`src/rtl/uart_rx_core_pkg.sv`:
```
// Shared UART types: receiver state encoding, per-frame configuration and the
// majority-vote helper used by the bit sampler.
package uart_rx_core_pkg;

  localparam int unsigned UART_OVERSAMPLE = 16;

  typedef enum logic [2:0] {
    ST_IDLE      = 3'd0,
    ST_START     = 3'd1,
    ST_DATA      = 3'd2,
    ST_PARITY    = 3'd3,
    ST_STOP1     = 3'd4,
    ST_STOP2     = 3'd5,
    ST_WAIT_HIGH = 3'd6
  } uart_rx_state_t;

  typedef struct packed {
    logic parity_en;
    logic parity_odd;
    logic stop2;
  } uart_frame_cfg_t;

  function automatic logic majority3(input logic a, input logic b, input logic c);
    return (a & b) | (a & c) | (b & c);
  endfunction

endpackage

```
`src/rtl/uart_rx_core_if.sv`:
```
// Push interface between the UART receiver and the upstream FIFO.
interface uart_rx_core_if #(
  parameter int unsigned DATA_WIDTH = 8
);
  logic                  ufifo_full_i;
  logic                  ufifo_wr_o;
  logic [DATA_WIDTH-1:0] ufifo_wdata_o;

  modport master (input ufifo_full_i, output ufifo_wr_o, output ufifo_wdata_o);
  modport slave  (output ufifo_full_i, input ufifo_wr_o, input ufifo_wdata_o);
endinterface

```
`src/rtl/uart_rx_core_baud_tick.sv`:
```
// Sample-tick prescaler: one tick every max(div_i,1) clocks, restartable via clear_i.
module uart_baud_tick #(
  parameter int unsigned DIV_WIDTH = 16
) (
  input  logic                 clk_i,
  input  logic                 rstn_i,
  input  logic                 clear_i,
  input  logic [DIV_WIDTH-1:0] div_i,
  output logic                 tick_o
);
  logic [DIV_WIDTH-1:0] cnt_q, cnt_d, last_s;

  // Next count and tick; a zero divider behaves like a divider of one.
  always_comb begin
    last_s = (div_i == {DIV_WIDTH{1'b0}}) ? {DIV_WIDTH{1'b0}} : div_i - DIV_WIDTH'(1);
    tick_o = 1'b0;
    cnt_d  = cnt_q;
    if (clear_i) begin
      cnt_d = {DIV_WIDTH{1'b0}};
    end else if (cnt_q >= last_s) begin
      tick_o = 1'b1;
      cnt_d  = {DIV_WIDTH{1'b0}};
    end else begin
      cnt_d = cnt_q + DIV_WIDTH'(1);
    end
  end

  // Prescaler count register.
  always_ff @(posedge clk_i or negedge rstn_i) begin
    if (!rstn_i) begin
      cnt_q <= {DIV_WIDTH{1'b0}};
    end else begin
      cnt_q <= cnt_d;
    end
  end
endmodule

```
`src/rtl/uart_rx_core.sv`:
```
// UART receiver: synchronises rx_i, majority-votes three mid-bit samples per bit
// and pushes each good byte into the upstream FIFO with registered strobes.
module uart_rx_core
  import uart_rx_core_pkg::*;
#(
  parameter int unsigned OVERSAMPLE = UART_OVERSAMPLE,
  parameter int unsigned DATA_WIDTH = 8,
  parameter int unsigned DIV_WIDTH  = 16
) (
  input  logic                 clk_i,
  input  logic                 rstn_i,
  input  logic                 en_i,
  input  logic                 rx_i,
  input  logic [DIV_WIDTH-1:0] baud_div_i,
  input  logic                 parity_en_i,
  input  logic                 parity_odd_i,
  input  logic                 stop2_i,
  uart_rx_core_if.master       ufifo,
  output logic                 rx_done_o,
  output logic                 parity_err_o,
  output logic                 bad_frame_o,
  output logic                 overflow_o,
  output logic                 rx_busy_o
);
  localparam int unsigned CW = $clog2(OVERSAMPLE);
  localparam int unsigned BW = $clog2(DATA_WIDTH);
  localparam logic [CW-1:0] VOTE_A    = CW'(OVERSAMPLE / 2 - 1);
  localparam logic [CW-1:0] VOTE_B    = CW'(OVERSAMPLE / 2);
  localparam logic [CW-1:0] VOTE_C    = CW'(OVERSAMPLE / 2 + 1);
  localparam logic [CW-1:0] LAST_TICK = CW'(OVERSAMPLE - 1);
  localparam logic [BW-1:0] LAST_BIT  = BW'(DATA_WIDTH - 1);

  uart_rx_state_t        state_q, state_d;
  uart_frame_cfg_t       cfg_q, cfg_d;
  logic [2:0]            sync_q;
  logic [CW-1:0]         tick_cnt_q, tick_cnt_d;
  logic [BW-1:0]         bit_cnt_q, bit_cnt_d;
  logic [1:0]            vote_q, vote_d;
  logic [DATA_WIDTH-1:0] shift_q, shift_d, wdata_q;
  logic                  perr_q, perr_d;
  logic                  wr_q, done_q, perr_out_q, bad_q, ovf_q;
  logic                  rx_s, fall_s, tick_s, clear_s, mid_s, end_s, vote_s;
  logic                  fin_ok_s, fin_bad_s;

  assign rx_s    = sync_q[1];
  assign fall_s  = sync_q[2] & ~sync_q[1];
  assign clear_s = (state_q == ST_IDLE) | ~en_i;
  assign mid_s   = tick_s & (tick_cnt_q == VOTE_C);
  assign end_s   = tick_s & (tick_cnt_q == LAST_TICK);
  assign vote_s  = majority3(vote_q[0], vote_q[1], rx_s);

  uart_baud_tick #(.DIV_WIDTH(DIV_WIDTH)) u_tick (
    .clk_i   (clk_i),
    .rstn_i  (rstn_i),
    .clear_i (clear_s),
    .div_i   (baud_div_i),
    .tick_o  (tick_s)
  );

  // Next state, sampling counters and frame-completion decisions.
  always_comb begin
    state_d    = state_q;
    cfg_d      = cfg_q;
    tick_cnt_d = tick_cnt_q;
    bit_cnt_d  = bit_cnt_q;
    vote_d     = vote_q;
    shift_d    = shift_q;
    perr_d     = perr_q;
    fin_ok_s   = 1'b0;
    fin_bad_s  = 1'b0;
    if (!en_i) begin
      state_d    = ST_IDLE;
      tick_cnt_d = {CW{1'b0}};
      bit_cnt_d  = {BW{1'b0}};
      perr_d     = 1'b0;
    end else begin
      if (tick_s) begin
        tick_cnt_d = (tick_cnt_q == LAST_TICK) ? {CW{1'b0}} : tick_cnt_q + CW'(1);
        if (tick_cnt_q == VOTE_A) begin
          vote_d[0] = rx_s;
        end else if (tick_cnt_q == VOTE_B) begin
          vote_d[1] = rx_s;
        end else begin
          vote_d = vote_q;
        end
      end else begin
        tick_cnt_d = tick_cnt_q;
      end
      case (state_q)
        ST_IDLE: begin
          tick_cnt_d = {CW{1'b0}};
          bit_cnt_d  = {BW{1'b0}};
          perr_d     = 1'b0;
          if (fall_s) begin
            state_d = ST_START;
            cfg_d   = '{parity_en: parity_en_i, parity_odd: parity_odd_i, stop2: stop2_i};
          end else begin
            state_d = ST_IDLE;
          end
        end
        ST_START: begin
          if (mid_s && vote_s) begin
            state_d = ST_IDLE;
          end else if (end_s) begin
            state_d = ST_DATA;
          end else begin
            state_d = ST_START;
          end
        end
        ST_DATA: begin
          if (mid_s) begin
            shift_d = {vote_s, shift_q[DATA_WIDTH-1:1]};
          end else begin
            shift_d = shift_q;
          end
          if (end_s) begin
            bit_cnt_d = bit_cnt_q + BW'(1);
            if (bit_cnt_q == LAST_BIT) begin
              state_d = cfg_q.parity_en ? ST_PARITY : ST_STOP1;
            end else begin
              state_d = ST_DATA;
            end
          end else begin
            state_d = ST_DATA;
          end
        end
        ST_PARITY: begin
          // A mismatch is vote != (^data ^ odd); the flag lives until IDLE.
          if (mid_s) begin
            perr_d = vote_s ^ (^shift_q) ^ cfg_q.parity_odd;
          end else begin
            perr_d = perr_q;
          end
          if (end_s) begin
            state_d = ST_STOP1;
          end else begin
            state_d = ST_PARITY;
          end
        end
        ST_STOP1: begin
          if (mid_s) begin
            if (!vote_s) begin
              fin_bad_s = 1'b1;
              state_d   = ST_WAIT_HIGH;
            end else if (!cfg_q.stop2) begin
              fin_ok_s = 1'b1;
              state_d  = ST_IDLE;
            end else begin
              state_d = ST_STOP1;
            end
          end else if (end_s) begin
            state_d = ST_STOP2;
          end else begin
            state_d = ST_STOP1;
          end
        end
        ST_STOP2: begin
          if (mid_s) begin
            fin_ok_s  = vote_s;
            fin_bad_s = ~vote_s;
            state_d   = vote_s ? ST_IDLE : ST_WAIT_HIGH;
          end else begin
            state_d = ST_STOP2;
          end
        end
        ST_WAIT_HIGH: begin
          state_d = rx_s ? ST_IDLE : ST_WAIT_HIGH;
        end
        default: begin
          state_d = ST_IDLE;
        end
      endcase
    end
  end

  // Line synchroniser plus edge-detect flop, all idling high.
  always_ff @(posedge clk_i or negedge rstn_i) begin
    if (!rstn_i) begin
      sync_q <= 3'b111;
    end else begin
      sync_q <= {sync_q[1:0], rx_i};
    end
  end

  // Receiver state and datapath registers.
  always_ff @(posedge clk_i or negedge rstn_i) begin
    if (!rstn_i) begin
      state_q    <= ST_IDLE;
      cfg_q      <= '{parity_en: 1'b0, parity_odd: 1'b0, stop2: 1'b0};
      tick_cnt_q <= {CW{1'b0}};
      bit_cnt_q  <= {BW{1'b0}};
      vote_q     <= 2'b11;
      shift_q    <= {DATA_WIDTH{1'b0}};
      perr_q     <= 1'b0;
    end else begin
      state_q    <= state_d;
      cfg_q      <= cfg_d;
      tick_cnt_q <= tick_cnt_d;
      bit_cnt_q  <= bit_cnt_d;
      vote_q     <= vote_d;
      shift_q    <= shift_d;
      perr_q     <= perr_d;
    end
  end

  // Registered strobes; a bad frame suppresses push, done and overflow.
  always_ff @(posedge clk_i or negedge rstn_i) begin
    if (!rstn_i) begin
      wr_q       <= 1'b0;
      done_q     <= 1'b0;
      ovf_q      <= 1'b0;
      bad_q      <= 1'b0;
      perr_out_q <= 1'b0;
      wdata_q    <= {DATA_WIDTH{1'b0}};
    end else begin
      wr_q       <= fin_ok_s & ~ufifo.ufifo_full_i;
      done_q     <= fin_ok_s & ~ufifo.ufifo_full_i;
      ovf_q      <= fin_ok_s & ufifo.ufifo_full_i;
      bad_q      <= fin_bad_s;
      perr_out_q <= (fin_ok_s | fin_bad_s) & perr_q;
      if (fin_ok_s && !ufifo.ufifo_full_i) begin
        wdata_q <= shift_q;
      end
    end
  end

  assign ufifo.ufifo_wr_o    = wr_q;
  assign ufifo.ufifo_wdata_o = wdata_q;
  assign rx_done_o           = done_q;
  assign parity_err_o        = perr_out_q;
  assign bad_frame_o         = bad_q;
  assign overflow_o          = ovf_q;
  assign rx_busy_o           = (state_q != ST_IDLE);
endmodule
```
`src/flat_wrapper.sv`:
```
// flat-port wrapper written by rule: the top's interface ports become plain ports
module uart_rx_core_flat import uart_rx_core_pkg::*;
#(
  parameter int unsigned OVERSAMPLE = UART_OVERSAMPLE,
  parameter int unsigned DATA_WIDTH = 8,
  parameter int unsigned DIV_WIDTH  = 16
)
  (clk_i, rstn_i, en_i, rx_i, baud_div_i, parity_en_i, parity_odd_i, stop2_i, rx_done_o, parity_err_o, bad_frame_o, overflow_o, rx_busy_o, ufifo_ufifo_full_i, ufifo_ufifo_wr_o, ufifo_ufifo_wdata_o);
  uart_rx_core_if #(.DATA_WIDTH(DATA_WIDTH)) ufifo_i ();
  input  logic clk_i;
  input  logic rstn_i;
  input  logic en_i;
  input  logic rx_i;
  input  logic [DIV_WIDTH-1:0] baud_div_i;
  input  logic parity_en_i;
  input  logic parity_odd_i;
  input  logic stop2_i;
  output logic rx_done_o;
  output logic parity_err_o;
  output logic bad_frame_o;
  output logic overflow_o;
  output logic rx_busy_o;
  input wire logic [$bits(ufifo_i.ufifo_full_i)-1:0] ufifo_ufifo_full_i;
  output wire logic [$bits(ufifo_i.ufifo_wr_o)-1:0] ufifo_ufifo_wr_o;
  output wire logic [$bits(ufifo_i.ufifo_wdata_o)-1:0] ufifo_ufifo_wdata_o;
  assign ufifo_i.ufifo_full_i = ufifo_ufifo_full_i;
  assign ufifo_ufifo_wr_o = ufifo_i.ufifo_wr_o;
  assign ufifo_ufifo_wdata_o = ufifo_i.ufifo_wdata_o;
  uart_rx_core #(.OVERSAMPLE(OVERSAMPLE), .DATA_WIDTH(DATA_WIDTH), .DIV_WIDTH(DIV_WIDTH)) u_core (.clk_i(clk_i), .rstn_i(rstn_i), .en_i(en_i), .rx_i(rx_i), .baud_div_i(baud_div_i), .parity_en_i(parity_en_i), .parity_odd_i(parity_odd_i), .stop2_i(stop2_i), .ufifo(ufifo_i), .rx_done_o(rx_done_o), .parity_err_o(parity_err_o), .bad_frame_o(bad_frame_o), .overflow_o(overflow_o), .rx_busy_o(rx_busy_o));
endmodule
```
`config.mk`:
```
export PLATFORM = sky130hd
export DESIGN_NAME = uart_rx_core_flat
export DESIGN_NICKNAME = d
export VERILOG_FILES = /design/src/rtl/uart_rx_core_pkg.sv /design/src/rtl/uart_rx_core_if.sv /design/src/rtl/uart_rx_core_baud_tick.sv /design/src/rtl/uart_rx_core.sv /design/src/flat_wrapper.sv
export SDC_FILE = /design/constraint.sdc
export NUM_CORES = 1
export LEC_CHECK = 0
export CORE_MARGIN = 2
export CORE_UTILIZATION = 55
export CTS_CLUSTER_SIZE = 14
export DETAILED_ROUTE_END_ITERATION = 12
export PLACE_DENSITY_LB_ADDON = 0.3
export SYNTH_ARGS = -nofsm -noshare
export SYNTH_HDL_FRONTEND = slang
export SYNTH_SLANG_ARGS = --single-unit
export TNS_END_PERCENT = 50
```
`constraint.sdc`:
```
create_clock -name clk_i -period 7.24 [get_ports clk_i]
set_input_delay 1.086 -clock clk_i [delete_from_list [all_inputs] [get_ports clk_i]]
set_output_delay 1.086 -clock clk_i [all_outputs]
set_load 0.05 [all_outputs]
```
Word level (Yosys, flattened, before mapping) --
Index checks and enable logic that the tools add are counted.
Word-level totals: bits in registers 55, output and inout port bits 14
Cells by class: reductions and logical operators 13, bitwise gates (word level) 20, equal/unequal tests 16, $lt $le $gt $ge 1, add/subtract/negate cells 4, mux-type cells 42
Operators by type and width (number):
- two-way mux 16 bit | 3
- two-way mux 3 bit | 14
- case mux 3 bit (7 select lines) | 1
- adder 16 x 1 -> 16 bit (second input constant) | 1
- greater-or-equal comparator 16 bit | 1
- logical NOT 16 bit | 1
- two-way mux 4 bit | 4
- subtractor 16 x 1 -> 16 bit (second input constant) | 1
- two-way mux 1 bit | 15
- equality test 3 bit (second input constant) | 4
- equality test 4 bit (second input constant) | 3
- AND 1 bit | 9
- inequality test 3 x 1 -> 1 bit (second input constant) | 3
- AND reduction 3 bit | 3
- XOR reduction 8 bit | 1
- equality test 3 x 2 -> 1 bit (second input constant) | 2
- inequality test 3 x 2 -> 1 bit (second input constant) | 2
- case mux 1 bit (2 select lines) | 3
- case mux 3 bit (2 select lines) | 1
- inverter 1 bit | 5
- adder 4 x 1 -> 4 bit (second input constant) | 1
- equality test 4 x 3 -> 1 bit (second input constant) | 1
- bitwise OR 1 bit | 4
- AND reduction 2 bit | 2
- other kinds (9) | 11

Logic depth before layout (Yosys ltp) --
Gate-level depths: netlist (run 1).
depth in word-level cells 11, depth in mapped cells 15, mapped depth without buffers 14

Cells and area by module --
From an unflattened synthesis (run 1), not the netlist that was laid out.
Second synthesis, totals: cell total of the unflattened synthesis 341, area total of the unflattened synthesis 3380.7 µm²
By module, submodules not included:
- uart_rx_core | times used 1, area each 1924.3 µm², cells an instance 169
- uart_baud_tick | times used 1, area each 1456.4 µm², cells an instance 172

Least setup slack after synthesis (run 1) --
Ideal clock, no wire load.
kind in2reg, start input baud_div_i[11], end register u_core.state_q[1], stages on the path 13, arrival time 4.193 ns, setup slack 2.921 ns, setup time 0.126 ns, cell sequence or4_1 > nor4_1 > nand4b_1 > clkbuf_1 > nand2_1 > ha_1 > a211o_1 > a21oi_1 > o31ai_1 > a211o_2 > and2_1 > mux2i_1 > o311a_1
Between the ends: word-level cells in the longest chain between the ends 10, elaborated cells between the ends (all ways) 17
Ends and longest elaborated chain:
- start: declaration | line flat_wrapper.sv:14 | input logic [DIV_WIDTH-1:0] baud_div_i;
- subtractor 16 x 1 -> 16 bit / logical NOT 16 bit (equally long branches) | line uart_rx_core_baud_tick.sv:15 | last_s = (div_i == {DIV_WIDTH{1'b0}}) ? {DIV_WIDTH{1'b0}} : div_i - DIV_WIDTH'(1);
- two-way mux 16 bit (*) | line uart_rx_core_baud_tick.sv:15
- greater-or-equal comparator 16 bit (*) | line uart_rx_core_baud_tick.sv:20 | end else if (cnt_q >= last_s) begin
- two-way mux 1 bit (*) | line uart_rx_core_baud_tick.sv:20
- two-way mux 1 bit (*) | line uart_rx_core_baud_tick.sv:18 | if (clear_i) begin
- AND 1 bit (on tied branches) | line uart_rx_core.sv:49, uart_rx_core.sv:48
- two-way mux 2 bit / logical AND 1 bit (equally long branches) | line uart_rx_core.sv:104, uart_rx_core.sv:102
- two-way mux 3 bit | line uart_rx_core.sv:102 | if (mid_s && vote_s) begin
- case mux 3 bit (7 select lines) (*) | line uart_rx_core.sv:89 | case (state_q)
- two-way mux 3 bit (*) | line uart_rx_core.sv:71 | if (!en_i) begin
- named net u_core.state_d[1] | line uart_rx_core.sv:33 | uart_rx_state_t state_q, state_d;
- end signal: assignment | line uart_rx_core.sv:196 | state_q <= state_d;
- end: declaration | line uart_rx_core.sv:33
The timed path passes the listed nets; every way through them passes the cells marked *. A chain may end at the register's enable or synchronous reset.

Final worst setup path (run 1) --
start input baud_div_i[10], end register u_core.wdata_q[0] (netlist: u_core.ufifo.ufifo_wdata_o[0])
Between the ends: word-level cells in the longest chain between the ends 10, elaborated cells between the ends (all ways) 12
Ends and longest elaborated chain:
- subtractor 16 x 1 -> 16 bit / logical NOT 16 bit (equally long branches) | line uart_rx_core_baud_tick.sv:15
- two-way mux 16 bit (*) | line uart_rx_core_baud_tick.sv:15
- greater-or-equal comparator 16 bit (*) | line uart_rx_core_baud_tick.sv:20
- two-way mux 1 bit (*) | line uart_rx_core_baud_tick.sv:20
- two-way mux 1 bit (*) | line uart_rx_core_baud_tick.sv:18
- AND 1 bit (*) | line uart_rx_core.sv:48 | assign mid_s = tick_s & (tick_cnt_q == VOTE_C);
- two-way mux 1 bit (on tied branches) | line uart_rx_core.sv:158, uart_rx_core.sv:141
- case mux 1 bit (2 select lines) (*) | line uart_rx_core.sv:89
- two-way mux 1 bit (*) | line uart_rx_core.sv:71
- logical AND 1 bit (*) | line uart_rx_core.sv:221 | if (fin_ok_s && !ufifo.ufifo_full_i) begin
- end signal: assignment | line uart_rx_core.sv:214 | wdata_q <= {DATA_WIDTH{1'b0}};
- end signal: assignment | line uart_rx_core.sv:222 | wdata_q <= shift_q;
- end: declaration | line uart_rx_core.sv:39 | logic [DATA_WIDTH-1:0] shift_q, shift_d, wdata_q;
Mark *: on every way between the ends. The rest lies on a longest branch, timed or not.

==> flow_results.xml, run 1 <==
<?xml version="1.0" encoding="UTF-8"?>
<metrics>
  <group name="clock_tree">
    <metric name="cts.path.max_buffers" unit="">2</metric>
    <metric name="clk_transition_reported_paths" unit="ns">0.10</metric>
    <metric name="cts_root_buffer" unit="">sky130_fd_sc_hd__clkbuf_8</metric>
    <metric name="cts_num_sinks" unit="">55</metric>
    <metric name="post_cts_resized" unit="">0</metric>
    <metric name="hold_buffers" unit="">0</metric>
    <metric name="cts_setup_buffers" unit="">0</metric>
    <metric name="numCtsBuffers" unit="">5</metric>
    <metric name="cts_tree" unit="">built</metric>
    <metric name="clock_insertion_delay_worst_skew" unit="ns">0.31</metric>
    <metric name="htree_levels" unit="">2</metric>
  </group>
  <group name="global_routing">
    <metric name="global_route.usage.total" unit="">0.210</metric>
    <metric name="grt_pass1_vias" unit="">2406</metric>
    <metric name="global_route_congestion_overflow_total" unit="">0</metric>
    <metric name="grt_antenna_before_repair" unit="">0</metric>
    <metric name="grt_max_degree" unit="">56</metric>
    <metric name="wire_length_of_the_first_global_routing_pass" unit="microns">11000</metric>
  </group>
  <group name="synth">
    <metric name="synth-seq-area-share" unit="">0.417</metric>
    <metric name="yosys_register_bits" unit="">55</metric>
    <metric name="synthesis.area_per_instance" unit="sq um">9.91</metric>
    <metric name="mappedNetlistNets" unit="">383</metric>
    <metric name="yosys_warn_count" unit="">0</metric>
    <metric name="synth.lib_cells_used.distinct" unit="">47</metric>
    <metric name="syn_area" unit="sq um">3320</metric>
    <metric name="muxShareOfSynthArea" unit="">0.0777</metric>
    <metric name="synth_ff_type" unit="">sky130_fd_sc_hd__dfrtp_1</metric>
    <metric name="synthArstFlopShare" unit="">1.00</metric>
    <metric name="combinational_family_with_the_most_area_after_synthesis" unit="">simple AND/OR/NAND/NOR gates</metric>
    <metric name="synthXorXnorAreaFrac" unit="">0.100</metric>
    <metric name="synth_simple_gate_area_share" unit="">0.213</metric>
    <metric name="syn_inst" unit="">335</metric>
    <metric name="synth-edff-count" unit="">0</metric>
    <metric name="synth-compound-area-share" unit="">0.0750</metric>
    <metric name="yosys.area_share.adder" unit="">0.0905</metric>
  </group>
  <group name="final_layout">
    <metric name="area_delta_synth_final" unit="%">15.5</metric>
    <metric name="design.final.nets" unit="">419</metric>
    <metric name="diodes" unit="">0</metric>
    <metric name="n_fill_cell" unit="">502</metric>
    <metric name="layout-drive-gt1-share" unit="">0.113</metric>
  </group>
  <group name="detailed_routing">
    <metric name="via_per_inst" unit="">5.56</metric>
    <metric name="wirelength" unit="microns">6330</metric>
    <metric name="drc_errors" unit="">0</metric>
    <metric name="dr_total_vias" unit="">2487</metric>
    <metric name="number_of_nets_with_antenna_violations_after_detailed_routing" unit="">0</metric>
    <metric name="route.detailed.wl_per_inst" unit="microns">14.2</metric>
    <metric name="drt_pre_antenna_iters" unit="">4</metric>
    <metric name="violation_count_after_the_first_detailed_route_iteration" unit="">172</metric>
  </group>
  <group name="setup_path">
    <metric name="cpLargestDelayFamily" unit="">simple AND/OR/NAND/NOR gates</metric>
    <metric name="worst-setup-path-type" unit="">in -&gt; reg</metric>
    <metric name="cp_data_required_time" unit="ns">7.44</metric>
    <metric name="crit_buf_inv" unit="">1</metric>
    <metric name="reg2reg_setup_slack" unit="ns">4.48</metric>
    <metric name="worst_setup_path_start_kind" unit="">primary input</metric>
    <metric name="worstPathMaxFanout" unit="">16</metric>
    <metric name="r2r-start" unit="">u_core.u_tick.cnt_q[0]</metric>
    <metric name="critical-path-slowest-cell" unit="">sky130_fd_sc_hd__or4_1</metric>
    <metric name="reg2reg_depth" unit="">9</metric>
    <metric name="crit_path_max_incr_delay" unit="ns">0.58</metric>
    <metric name="arrival" unit="ns">5.57</metric>
    <metric name="timing.critical_path.cells" unit="">clkdlybuf4s50_1, or4_1, nor4_1, nand4b_1, and2_1, ha_1, nand2b_1, a31oi_1, o31ai_1, a211o_2, nand3_2, nor4_4, mux2_2</metric>
    <metric name="cp-end-kind" unit="">flop</metric>
    <metric name="regToRegEndpoint" unit="">u_core.ufifo.ufifo_wdata_o[0]</metric>
  </group>
  <group name="sta">
    <metric name="worstMarginPinSlew" unit="ns">0.741</metric>
    <metric name="max-slew-margin-rel" unit="">0.501</metric>
    <metric name="worst_clock_skew" unit="ns">0.0121</metric>
    <metric name="worst_hold_slack_across_all_endpoints" unit="ns">0.364</metric>
    <metric name="finalSetupViolations" unit="">0</metric>
    <metric name="rsz_0062_raised_after_global_routing" unit="">false</metric>
    <metric name="hold_viol" unit="">0</metric>
    <metric name="timing.final.crit_share" unit="">0.742</metric>
    <metric name="maxClockFrequency" unit="MHz">186</metric>
    <metric name="final_max_slew_viol_count" unit="">0</metric>
    <metric name="period_minus_slack" unit="ns">5.37</metric>
    <metric name="fin_setup_tns" unit="ns">0</metric>
  </group>
  <group name="worst_hold_path">
    <metric name="worst_hold_path_stage_count" unit="">0</metric>
    <metric name="min_from" unit="">u_core.sync_q[0]</metric>
    <metric name="hold-path-endpoint" unit="">u_core.sync_q[1]</metric>
    <metric name="hold_path.class" unit="">reg -&gt; reg</metric>
  </group>
  <group name="power">
    <metric name="fin_total_pwr" unit="mW">0.555</metric>
    <metric name="power_frac_comb" unit="">0.114</metric>
    <metric name="p_seq_frac" unit="">0.574</metric>
    <metric name="clock_power_share" unit="">0.312</metric>
    <metric name="power.ir.vdd_worst" unit="mV">0.137</metric>
    <metric name="switching_share" unit="">0.254</metric>
    <metric name="power.net_switching" unit="mW">0.141</metric>
    <metric name="internal_power" unit="mW">0.414</metric>
    <metric name="leakage" unit="nW">1.78</metric>
    <metric name="power.density" unit="nW/um^2">145</metric>
  </group>
  <group name="placed_design">
    <metric name="dp.final_hpwl" unit="microns">4690</metric>
    <metric name="finalWeightedCongestion" unit="">0.886</metric>
    <metric name="port-buffer-count" unit="">37</metric>
  </group>
  <group name="job">
    <metric name="maxCapViolCount" unit="">0</metric>
  </group>
  <group name="floorplanning">
    <metric name="floorplan.core_area" unit="sq um">5890</metric>
    <metric name="fp.dieArea" unit="sq um">6670</metric>
    <metric name="dieWidth" unit="microns">81.7</metric>
    <metric name="floorplan.initialDensity" unit="">0.564</metric>
    <metric name="io_pins" unit="">38</metric>
    <metric name="row_count" unit="">28</metric>
    <metric name="die_h" unit="microns">81.7</metric>
  </group>
  <group name="outcome">
    <metric name="result_of_the_run" unit="">complete, no violations</metric>
  </group>
</metrics>
cell usage after synthesis, drive strengths merged (6+ instances only):
cell	number	share of area
dfrtp	50	0.38
and3	8	0.015
a21oi	9	0.014
xor2	21	0.055
o21ai	7	0.011
nor2	35	0.040
nor4	6	0.016
inv	13	0.015
ha	24	0.090
nand4	9	0.019
nand2	32	0.036
mux2	22	0.075
xnor2	17	0.045
nor3	6	0.011
nand3	16	0.026
nand2b	6	0.011
area by class of cell:
class | instances | area (sq um) | share of cell area
inverter | 13 | 48.8 | 0.0127
timing repair buffer | 38 | 373 | 0.0973
multi-input combinational | 258 | 1850 | 0.481
clock buffer | 6 | 72.6 | 0.0189
tap | 75 | 93.8 | 0.0245
clock inverter | 2 | 17.5 | 0.00457
sequential | 55 | 1380 | 0.361
per-stage QoR:
stage                     instance area (sq um)  instances  worst slack, ns   util
after floorplan                            3320        335             2.92      -
after global placement                     3740        439             1.81  0.636
after detailed placement                   3740        439             1.58  0.636
final                                      3830        447             1.87  0.651
after global routing                       3830        447             1.44  0.651
after CTS                                  3830        447             1.89  0.651
flip-flops by register name, summed over array words and instances (netlist names):
signal	count
u_core.bad_frame_o	1
u_core.bit_cnt_q	3
u_core.cfg_q	3
u_core.overflow_o	1
u_core.parity_err_o	1
u_core.perr_q	1
u_core.shift_q	8
u_core.state_q	3
u_core.sync_q	3
u_core.tick_cnt_q	4
u_core.u_tick.cnt_q	16
u_core.ufifo.ufifo_wdata_o	8
u_core.ufifo.ufifo_wr_o	1
u_core.vote_q	2
power by group through the flow:
| stage | combinational, mW | sequential (mW) | clock [mW] |
|---|---|---|---|
| finish | 0.0633 | 0.318 | 0.173 |
| global route | 0.0711 | 0.319 | 0.192 |
| global placement | 0.0619 | 0.324 | 0 |
| detailed placement | 0.0633 | 0.324 | 0 |
| floorplan | 0.0357 | 0.322 | 0 |
| CTS | 0.0637 | 0.318 | 0.180 |
how the worst max path moves through the flow:
stage | startpoint | endpoint | slack [ns] | cells past startpoint
CTS | baud_div_i[10] | u_core.ufifo.ufifo_wdata_o[0] | 1.89 | 13
global route | baud_div_i[11] | u_core.ufifo.ufifo_wdata_o[0] | 1.44 | 13
floorplan | baud_div_i[11] | u_core.state_q[1] | 2.92 | 13
finish | baud_div_i[10] | u_core.ufifo.ufifo_wdata_o[0] | 1.87 | 13
global placement | baud_div_i[10] | u_core.ufifo.ufifo_wdata_o[3] | 1.81 | 13
detailed placement | baud_div_i[10] | u_core.ufifo.ufifo_wdata_o[0] | 1.58 | 13
cells by family after synthesis:
kind of cell | after synthesis
AND/OR/NAND/NOR | 136
flip-flops | 55
adder cells (fa/ha/maj) | 24
multiplexers | 23
buffers and inverters | 22
XOR/XNOR | 38
AO/OA/AOI/OAI | 37
layout by cell type (no fill, tap or decap), types with 2 or more instances in the layout:
master	instances
sky130_fd_sc_hd__dfstp_2	5
sky130_fd_sc_hd__nand3_1	15
sky130_fd_sc_hd__or4_1	2
sky130_fd_sc_hd__clkdlybuf4s50_1	36
sky130_fd_sc_hd__a31oi_1	2
sky130_fd_sc_hd__a211o_1	2
sky130_fd_sc_hd__o21a_1	4
sky130_fd_sc_hd__nand2_1	32
sky130_fd_sc_hd__clkbuf_8	5
sky130_fd_sc_hd__o21ai_0	7
sky130_fd_sc_hd__a21o_1	3
sky130_fd_sc_hd__nor2b_1	3
sky130_fd_sc_hd__xor2_1	21
sky130_fd_sc_hd__nand2b_1	6
sky130_fd_sc_hd__inv_1	13
sky130_fd_sc_hd__o211ai_1	3
sky130_fd_sc_hd__nor3_1	5
sky130_fd_sc_hd__nor4_1	5
sky130_fd_sc_hd__nor2_1	35
sky130_fd_sc_hd__a21oi_1	9
sky130_fd_sc_hd__dfrtp_1	50
sky130_fd_sc_hd__and3_1	8
sky130_fd_sc_hd__nand4b_1	2
sky130_fd_sc_hd__mux2_2	22
sky130_fd_sc_hd__and2_1	3
sky130_fd_sc_hd__nand4_1	8
sky130_fd_sc_hd__nand3b_1	2
sky130_fd_sc_hd__ha_1	24
sky130_fd_sc_hd__or3_1	2
sky130_fd_sc_hd__xnor2_1	17
worst register-to-register path: stages, from the launching register on:
cell	delay, ns
sky130_fd_sc_hd__dfrtp_1	0.42
sky130_fd_sc_hd__inv_1	0.08
sky130_fd_sc_hd__ha_1	0.27
sky130_fd_sc_hd__nand2b_1	0.11
sky130_fd_sc_hd__a31oi_1	0.09
sky130_fd_sc_hd__o31ai_1	0.23
sky130_fd_sc_hd__a211o_2	0.34
sky130_fd_sc_hd__nand3_2	0.19
sky130_fd_sc_hd__nor4_4	0.54
sky130_fd_sc_hd__mux2_2	0.40
metal layers:
metal | vias to the layer above | wire length, microns | global-route usage
li1 | 1243 | - | -
met1 | 1195 | 3070 | 0.305
met2 | 40 | 2990 | 0.328
met3 | 9 | 197 | 0.0385
met4 | 0 | 70 | 0.0483
met5 | - | 0 | 0
Power figures use the tool's default switching activity.
==> run 2, diff against run 1 <==
Clock period 7.24 ns to 5.4 ns, I/O delays scaled along.
==> run 2 against run 1 <==
Net effect:
- core utilization grew 0.13 points
- cell count up 0.22%
- first-iteration DRC count is 16% lower
- sequential power increased by 34%
- global-route usage decreased by 0.92 points
- combinational power is 33% higher
- clock skew grew 0.00096 ns
- sequential cell count is the same
- register-to-register slack got worse by 1.8 ns
- largest cell class unchanged
- largest power group unchanged
==> flow_results.xml, run 2 (same netlist as run 1, synthesis figures left out) <==
<?xml version="1.0" encoding="UTF-8"?>
<metrics>
  <group name="outcome">
    <metric name="result_of_the_run" unit="">complete, no violations</metric>
  </group>
  <group name="detailed_routing">
    <metric name="violation_count_after_the_first_detailed_route_iteration" unit="">144</metric>
    <metric name="via_per_inst" unit="">5.60</metric>
    <metric name="dr_total_vias" unit="">2508</metric>
    <metric name="route.detailed.wl_per_inst" unit="microns">13.5</metric>
    <metric name="drt_pre_antenna_iters" unit="">4</metric>
    <metric name="drc_errors" unit="">0</metric>
    <metric name="number_of_nets_with_antenna_violations_after_detailed_routing" unit="">0</metric>
    <metric name="wirelength" unit="microns">6060</metric>
  </group>
  <group name="clock_tree">
    <metric name="post_cts_resized" unit="">0</metric>
    <metric name="cts_root_buffer" unit="">sky130_fd_sc_hd__clkbuf_8</metric>
    <metric name="clock_insertion_delay_worst_skew" unit="ns">0.31</metric>
    <metric name="cts_tree" unit="">built</metric>
    <metric name="cts_setup_buffers" unit="">0</metric>
    <metric name="clk_transition_reported_paths" unit="ns">0.10</metric>
    <metric name="cts.path.max_buffers" unit="">2</metric>
    <metric name="numCtsBuffers" unit="">5</metric>
    <metric name="cts_num_sinks" unit="">55</metric>
    <metric name="htree_levels" unit="">2</metric>
    <metric name="hold_buffers" unit="">0</metric>
  </group>
  <group name="setup_path">
    <metric name="critPathMostFrequentCell" unit="">sky130_fd_sc_hd__nand2_1</metric>
    <metric name="worst_setup_path_start_kind" unit="">primary input</metric>
    <metric name="critical-path-slowest-cell" unit="">sky130_fd_sc_hd__or4_4</metric>
    <metric name="regToRegEndpoint" unit="">u_core.ufifo.ufifo_wdata_o[7]</metric>
    <metric name="worstPathMaxFanout" unit="">16</metric>
    <metric name="crit_path_max_incr_delay" unit="ns">0.56</metric>
    <metric name="arrival" unit="ns">4.81</metric>
    <metric name="reg2reg_depth" unit="">8</metric>
    <metric name="cp_data_required_time" unit="ns">5.60</metric>
    <metric name="reg2reg_setup_slack" unit="ns">2.69</metric>
    <metric name="r2r-start" unit="">u_core.u_tick.cnt_q[2]</metric>
    <metric name="timing.critical_path.cells" unit="">clkdlybuf4s50_1, or4_4, nor3_1, nand2_1, nor4_1, xor2_1, nand2_1, ha_1, nand2_1, o21ai_0, a211o_2, nand3_2, nor4_4, mux2_2</metric>
    <metric name="cp-end-kind" unit="">flop</metric>
    <metric name="worst-setup-path-type" unit="">in -&gt; reg</metric>
  </group>
  <group name="power">
    <metric name="fin_total_pwr" unit="mW">0.741</metric>
    <metric name="power.ir.vdd_worst" unit="mV">0.159</metric>
    <metric name="power.net_switching" unit="mW">0.186</metric>
    <metric name="power.density" unit="nW/um^2">193</metric>
    <metric name="switching_share" unit="">0.251</metric>
    <metric name="p_seq_frac" unit="">0.577</metric>
    <metric name="power_frac_comb" unit="">0.114</metric>
    <metric name="clock_power_share" unit="">0.309</metric>
    <metric name="leakage" unit="nW">1.78</metric>
    <metric name="internal_power" unit="mW">0.555</metric>
  </group>
  <group name="placed_design">
    <metric name="dp.final_hpwl" unit="microns">4560</metric>
    <metric name="place_area" unit="sq um">3750</metric>
    <metric name="place_worst_setup_slack" unit="ns">0.441</metric>
    <metric name="port-buffer-count" unit="">37</metric>
    <metric name="finalWeightedCongestion" unit="">0.854</metric>
    <metric name="number_of_placed_instances_taps_included" unit="">440</metric>
  </group>
  <group name="global_routing">
    <metric name="grt_pass1_vias" unit="">2349</metric>
    <metric name="wire_length_of_the_first_global_routing_pass" unit="microns">10600</metric>
    <metric name="grt_antenna_before_repair" unit="">0</metric>
    <metric name="grt_max_degree" unit="">56</metric>
    <metric name="global_route_congestion_overflow_total" unit="">0</metric>
    <metric name="global_route.usage.total" unit="">0.201</metric>
  </group>
  <group name="floorplanning">
    <metric name="row_count" unit="">28</metric>
    <metric name="floorplan.initialDensity" unit="">0.564</metric>
    <metric name="floorplan.core_area" unit="sq um">5890</metric>
    <metric name="die_h" unit="microns">81.7</metric>
    <metric name="dieWidth" unit="microns">81.7</metric>
    <metric name="fp.dieArea" unit="sq um">6670</metric>
    <metric name="io_pins" unit="">38</metric>
  </group>
  <group name="sta">
    <metric name="rsz_0062_raised_after_global_routing" unit="">false</metric>
    <metric name="max-slew-margin-rel" unit="">0.469</metric>
    <metric name="timing.final.crit_share" unit="">0.854</metric>
    <metric name="final_max_slew_viol_count" unit="">0</metric>
    <metric name="period_minus_slack" unit="ns">4.61</metric>
    <metric name="finalWorstSetupSlack" unit="ns">0.789</metric>
    <metric name="hold_viol" unit="">0</metric>
    <metric name="worst_hold_slack_across_all_endpoints" unit="ns">0.362</metric>
    <metric name="worst_clock_skew" unit="ns">0.0130</metric>
    <metric name="worstMarginPinSlew" unit="ns">0.788</metric>
    <metric name="maxClockFrequency" unit="MHz">217</metric>
    <metric name="fin_setup_tns" unit="ns">0</metric>
    <metric name="finalSetupViolations" unit="">0</metric>
  </group>
  <group name="worst_hold_path">
    <metric name="min_from" unit="">u_core.sync_q[0]</metric>
    <metric name="hold-path-endpoint" unit="">u_core.sync_q[1]</metric>
    <metric name="worst_hold_path_stage_count" unit="">0</metric>
    <metric name="hold_path.class" unit="">reg -&gt; reg</metric>
  </group>
  <group name="final_layout">
    <metric name="design_area" unit="sq um">3840</metric>
    <metric name="most-common-layout-cells" unit="">sky130_fd_sc_hd__dfrtp_1 (50), sky130_fd_sc_hd__clkdlybuf4s50_1 (36), sky130_fd_sc_hd__nor2_1 (35)</metric>
    <metric name="largest_reg_by_ff_count" unit="">u_core.u_tick.cnt_q</metric>
    <metric name="area_delta_synth_final" unit="%">15.8</metric>
    <metric name="layout-drive-gt1-share" unit="">0.115</metric>
    <metric name="largest_register_ffs" unit="">16</metric>
    <metric name="post_layout_nonfiller_instances" unit="">448</metric>
    <metric name="n_fill_cell" unit="">473</metric>
    <metric name="design.final.nets" unit="">420</metric>
    <metric name="multiInputGateArea" unit="sq um">1850</metric>
    <metric name="most_frequent_standard_cell_in_the_layout_excluding_fill_and_tap_cells" unit="">sky130_fd_sc_hd__dfrtp_1</metric>
    <metric name="final-seq-area" unit="sq um">1380</metric>
    <metric name="diodes" unit="">0</metric>
    <metric name="final_core_util" unit="">0.653</metric>
  </group>
  <group name="job">
    <metric name="maxCapViolCount" unit="">0</metric>
  </group>
</metrics>
==> run 2: cell count changes in the layout (fill, tap and decap cells not counted), sizes merged <==
cell	delta
buf	+1
==> run 2: worst max-delay path: cells and delay by family <==
family | cells | cell delay, ns
buffers and inverters | 1 | 0.44
and+or+nand+nor | 8 | 2.17
xor gates and xnor gates | 1 | 0.18
muxes | 1 | 0.40
adders and majority gates | 1 | 0.29
AOI/OAI and AO/OA | 2 | 0.53
==> run 2: layout make-up <==
cell class,count,area share
inverters,13,0.0127
clock buffers,6,0.0189
well taps,75,0.0244
clock inverters,2,0.00456
flip-flops and latches,55,0.360
repair buffers,39,0.0990
multi-input cells,258,0.480
==> run 2: power by group through the flow <==
stage          sequential, mW  clock [mW]  combinational, mW
6_report                0.427       0.229             0.0843
2_1_floorplan           0.432           0             0.0479
5_1_grt                 0.429       0.255             0.0938
4_1_cts                 0.427       0.235             0.0854
3_5_place_dp            0.435           0             0.0846
3_3_place_gp            0.435           0             0.0826
==> run 2: worst max path at each step <==
| stage | startpoint | to | slack, ns |
|---|---|---|---|
| after floorplan | baud_div_i[11] | u_core.state_q[1] | 1.36 |
| after global placement | baud_div_i[5] | u_core.ufifo.ufifo_wdata_o[6] | 0.49 |
| after detailed placement | baud_div_i[5] | u_core.ufifo.ufifo_wdata_o[3] | 0.44 |
| after CTS | baud_div_i[5] | u_core.ufifo.ufifo_wdata_o[7] | 0.77 |
| after global routing | baud_div_i[3] | u_core.ufifo.ufifo_wdata_o[3] | 0.51 |
| final | baud_div_i[5] | u_core.ufifo.ufifo_wdata_o[7] | 0.79 |
==> run 2: layer usage <==
layer / vias to the layer above / global-route usage / routed length, microns
li1: 1250 / - / -
met1: 1211 / 0.292 / 3010
met2: 40 / 0.318 / 2790
met3: 7 / 0.0319 / 200
met4: 0 / 0.0450 / 62
met5: - / 0 / 0
==> run 3, diff against run 2 <==
Clock period 5.4 ns to 4.3 ns, I/O delays scaled along.
==> run 3 against run 2 <==
Net effect:
- die area stayed put
- cell count grew 2.9%
- final area rose by 3.1%
- first-iteration DRC count is 9.7% lower
- register-to-register slack got worse by 0.98 ns
- sequential power up 26%
- clock skew shrank 0.0055 ns
- non-clock buffer count rose by 13
- critical path depth rose by 1
- critical endpoint is now u_core.vote_q[1]
==> flow_results.xml, run 3 (same netlist as run 1, synthesis figures left out) <==
<?xml version="1.0" encoding="UTF-8"?>
<metrics>
  <group name="setup_path">
    <metric name="critical-path-slowest-cell" unit="">sky130_fd_sc_hd__or4_4</metric>
    <metric name="cp_data_required_time" unit="ns">4.55</metric>
    <metric name="crit_path_max_incr_delay" unit="ns">0.55</metric>
    <metric name="startpoint" unit="">baud_div_i[5]</metric>
    <metric name="worstPathMaxFanout" unit="">12</metric>
    <metric name="crit_buf_inv" unit="">3</metric>
    <metric name="arrival" unit="ns">4.30</metric>
    <metric name="timing.critical_path.cells" unit="">clkdlybuf4s50_1, or4_4, nor3_1, buf_4, nand4b_1, and2_1, ha_1, nand2b_1, a31oi_1, o31ai_1, a211o_2, buf_4, nor2b_1, nand4b_1, mux2_2</metric>
    <metric name="cp-end-kind" unit="">flop</metric>
    <metric name="worst-setup-path-type" unit="">in -&gt; reg</metric>
    <metric name="reg2reg_depth" unit="">9</metric>
    <metric name="worst_setup_path_start_kind" unit="">primary input</metric>
    <metric name="cpLargestDelayFamily" unit="">simple AND/OR/NAND/NOR gates</metric>
    <metric name="reg2reg_setup_slack" unit="ns">1.71</metric>
    <metric name="r2r-start" unit="">u_core.u_tick.cnt_q[2]</metric>
    <metric name="regToRegEndpoint" unit="">u_core.vote_q[1]</metric>
  </group>
  <group name="sta">
    <metric name="maxClockFrequency" unit="MHz">247</metric>
    <metric name="worst_clock_skew" unit="ns">0.00749</metric>
    <metric name="hold_viol" unit="">0</metric>
    <metric name="worstMarginPinSlew" unit="ns">0.765</metric>
    <metric name="finalSetupViolations" unit="">0</metric>
    <metric name="finalWorstSetupSlack" unit="ns">0.254</metric>
    <metric name="period_minus_slack" unit="ns">4.05</metric>
    <metric name="worst_hold_slack_across_all_endpoints" unit="ns">0.362</metric>
    <metric name="timing.final.crit_share" unit="">0.941</metric>
    <metric name="fin_setup_tns" unit="ns">0</metric>
    <metric name="max-slew-margin-rel" unit="">0.485</metric>
    <metric name="final_max_slew_viol_count" unit="">0</metric>
    <metric name="rsz_0062_raised_after_global_routing" unit="">false</metric>
  </group>
  <group name="final_layout">
    <metric name="final-seq-area" unit="sq um">1380</metric>
    <metric name="most-common-layout-cells" unit="">sky130_fd_sc_hd__dfrtp_1 (50), sky130_fd_sc_hd__clkdlybuf4s50_1 (36), sky130_fd_sc_hd__nor2_1 (35)</metric>
    <metric name="design.final.nets" unit="">433</metric>
    <metric name="design_area" unit="sq um">3960</metric>
    <metric name="n_fill_cell" unit="">457</metric>
    <metric name="layout-drive-gt1-share" unit="">0.153</metric>
    <metric name="post_layout_nonfiller_instances" unit="">461</metric>
    <metric name="multiInputGateArea" unit="sq um">1860</metric>
    <metric name="diodes" unit="">0</metric>
    <metric name="largest_reg_by_ff_count" unit="">u_core.u_tick.cnt_q</metric>
    <metric name="area_delta_synth_final" unit="%">19.4</metric>
    <metric name="most_frequent_standard_cell_in_the_layout_excluding_fill_and_tap_cells" unit="">sky130_fd_sc_hd__dfrtp_1</metric>
    <metric name="final_core_util" unit="">0.673</metric>
    <metric name="largest_register_ffs" unit="">16</metric>
  </group>
  <group name="clock_tree">
    <metric name="clk_transition_reported_paths" unit="ns">0.10</metric>
    <metric name="cts.path.max_buffers" unit="">2</metric>
    <metric name="htree_levels" unit="">2</metric>
    <metric name="cts_num_sinks" unit="">55</metric>
    <metric name="hold_buffers" unit="">0</metric>
    <metric name="cts_tree" unit="">built</metric>
    <metric name="cts_root_buffer" unit="">sky130_fd_sc_hd__clkbuf_8</metric>
    <metric name="cts_setup_buffers" unit="">0</metric>
    <metric name="numCtsBuffers" unit="">5</metric>
    <metric name="clock_insertion_delay_worst_skew" unit="ns">0.32</metric>
  </group>
  <group name="power">
    <metric name="power.ir.vdd_worst" unit="mV">0.245</metric>
    <metric name="power.density" unit="nW/um^2">244</metric>
    <metric name="fin_total_pwr" unit="mW">0.966</metric>
    <metric name="leakage" unit="nW">1.85</metric>
  </group>
  <group name="global_routing">
    <metric name="global_route.usage.total" unit="">0.222</metric>
    <metric name="globalRouteMet1Util" unit="">0.313</metric>
    <metric name="met2_usage" unit="">0.357</metric>
    <metric name="groute.layer.met3.usage" unit="">0.0385</metric>
    <metric name="grt_most_used_layer" unit="">met2</metric>
    <metric name="grt_max_degree" unit="">56</metric>
    <metric name="global_route_congestion_overflow_total" unit="">0</metric>
    <metric name="grt_pass1_vias" unit="">2534</metric>
    <metric name="grt_antenna_before_repair" unit="">0</metric>
    <metric name="wire_length_of_the_first_global_routing_pass" unit="microns">11500</metric>
  </group>
  <group name="placed_design">
    <metric name="finalWeightedCongestion" unit="">0.808</metric>
    <metric name="place_worst_setup_slack" unit="ns">-0.140</metric>
    <metric name="place_area" unit="sq um">3850</metric>
    <metric name="dp.final_hpwl" unit="microns">5220</metric>
    <metric name="port-buffer-count" unit="">37</metric>
    <metric name="number_of_placed_instances_taps_included" unit="">453</metric>
  </group>
  <group name="detailed_routing">
    <metric name="number_of_nets_with_antenna_violations_after_detailed_routing" unit="">0</metric>
    <metric name="via_per_inst" unit="">5.49</metric>
    <metric name="route.detailed.wl_per_inst" unit="microns">14.7</metric>
    <metric name="drt_pre_antenna_iters" unit="">4</metric>
    <metric name="violation_count_after_the_first_detailed_route_iteration" unit="">130</metric>
    <metric name="dr_total_vias" unit="">2529</metric>
    <metric name="wirelength" unit="microns">6780</metric>
    <metric name="drc_errors" unit="">0</metric>
  </group>
  <group name="floorplanning">
    <metric name="dieWidth" unit="microns">81.7</metric>
    <metric name="die_h" unit="microns">81.7</metric>
    <metric name="floorplan.core_area" unit="sq um">5890</metric>
    <metric name="fp.dieArea" unit="sq um">6670</metric>
    <metric name="io_pins" unit="">38</metric>
    <metric name="floorplan.initialDensity" unit="">0.564</metric>
    <metric name="row_count" unit="">28</metric>
  </group>
  <group name="worst_hold_path">
    <metric name="hold_path.class" unit="">reg -&gt; reg</metric>
    <metric name="min_from" unit="">u_core.sync_q[0]</metric>
    <metric name="hold-path-endpoint" unit="">u_core.sync_q[1]</metric>
    <metric name="worst_hold_path_stage_count" unit="">0</metric>
  </group>
  <group name="job">
    <metric name="maxCapViolCount" unit="">0</metric>
  </group>
  <group name="outcome">
    <metric name="result_of_the_run" unit="">complete, no violations</metric>
  </group>
</metrics>
run 3: changes by cell type in the layout (fill, tap and decap cells not counted):
cell and delta:
sky130_fd_sc_hd__clkbuf_8 +1, sky130_fd_sc_hd__o311ai_1 +1, sky130_fd_sc_hd__nor4_2 +2, sky130_fd_sc_hd__o311ai_0 -1, sky130_fd_sc_hd__clkbuf_1 -1, sky130_fd_sc_hd__nor4_1 -2
sky130_fd_sc_hd__inv_6 +1, sky130_fd_sc_hd__buf_4 +13, sky130_fd_sc_hd__clkinv_4 -1
run 3: repair_timing:
item,in CTS,in global routing
setup endpoints to repair,0,15
gates resized for setup,0,3
hold endpoints to repair,0,0
run 3: area by class of cell:
type	count	area share
Multi-Input combinational cell	258	0.469
Inverter	13	0.0123
Sequential cell	55	0.349
Clock inverter	2	0.00442
Tap cell	75	0.0237
Timing Repair Buffer	52	0.121
Clock buffer	6	0.0208
run 3: where the power goes:
part	internal, mW	switching, mW	leakage [nW]
clock network	0.135	0.184	0.0522
logic	0.0541	0.0567	1.06
registers	0.528	0.00884	0.744
run 3: layer usage:
metal  wire [microns]  vias to the layer above
met5                0                        -
met4               60                        0
met3              163                        7
met2             3200                       29
met1             3360                     1213
li1                 -                     1280
run 3: worst max path at each step:
stage	endpoint	cells past startpoint	slack [ns]
5_1_grt	u_core.perr_q	15	0.002
3_5_place_dp	u_core.ufifo.ufifo_wdata_o[4]	14	-0.14
3_3_place_gp	u_core.vote_q[0]	14	-0.02
4_1_cts	u_core.vote_q[1]	15	0.19
2_1_floorplan	u_core.state_q[1]	13	0.42
6_report	u_core.vote_q[1]	15	0.25
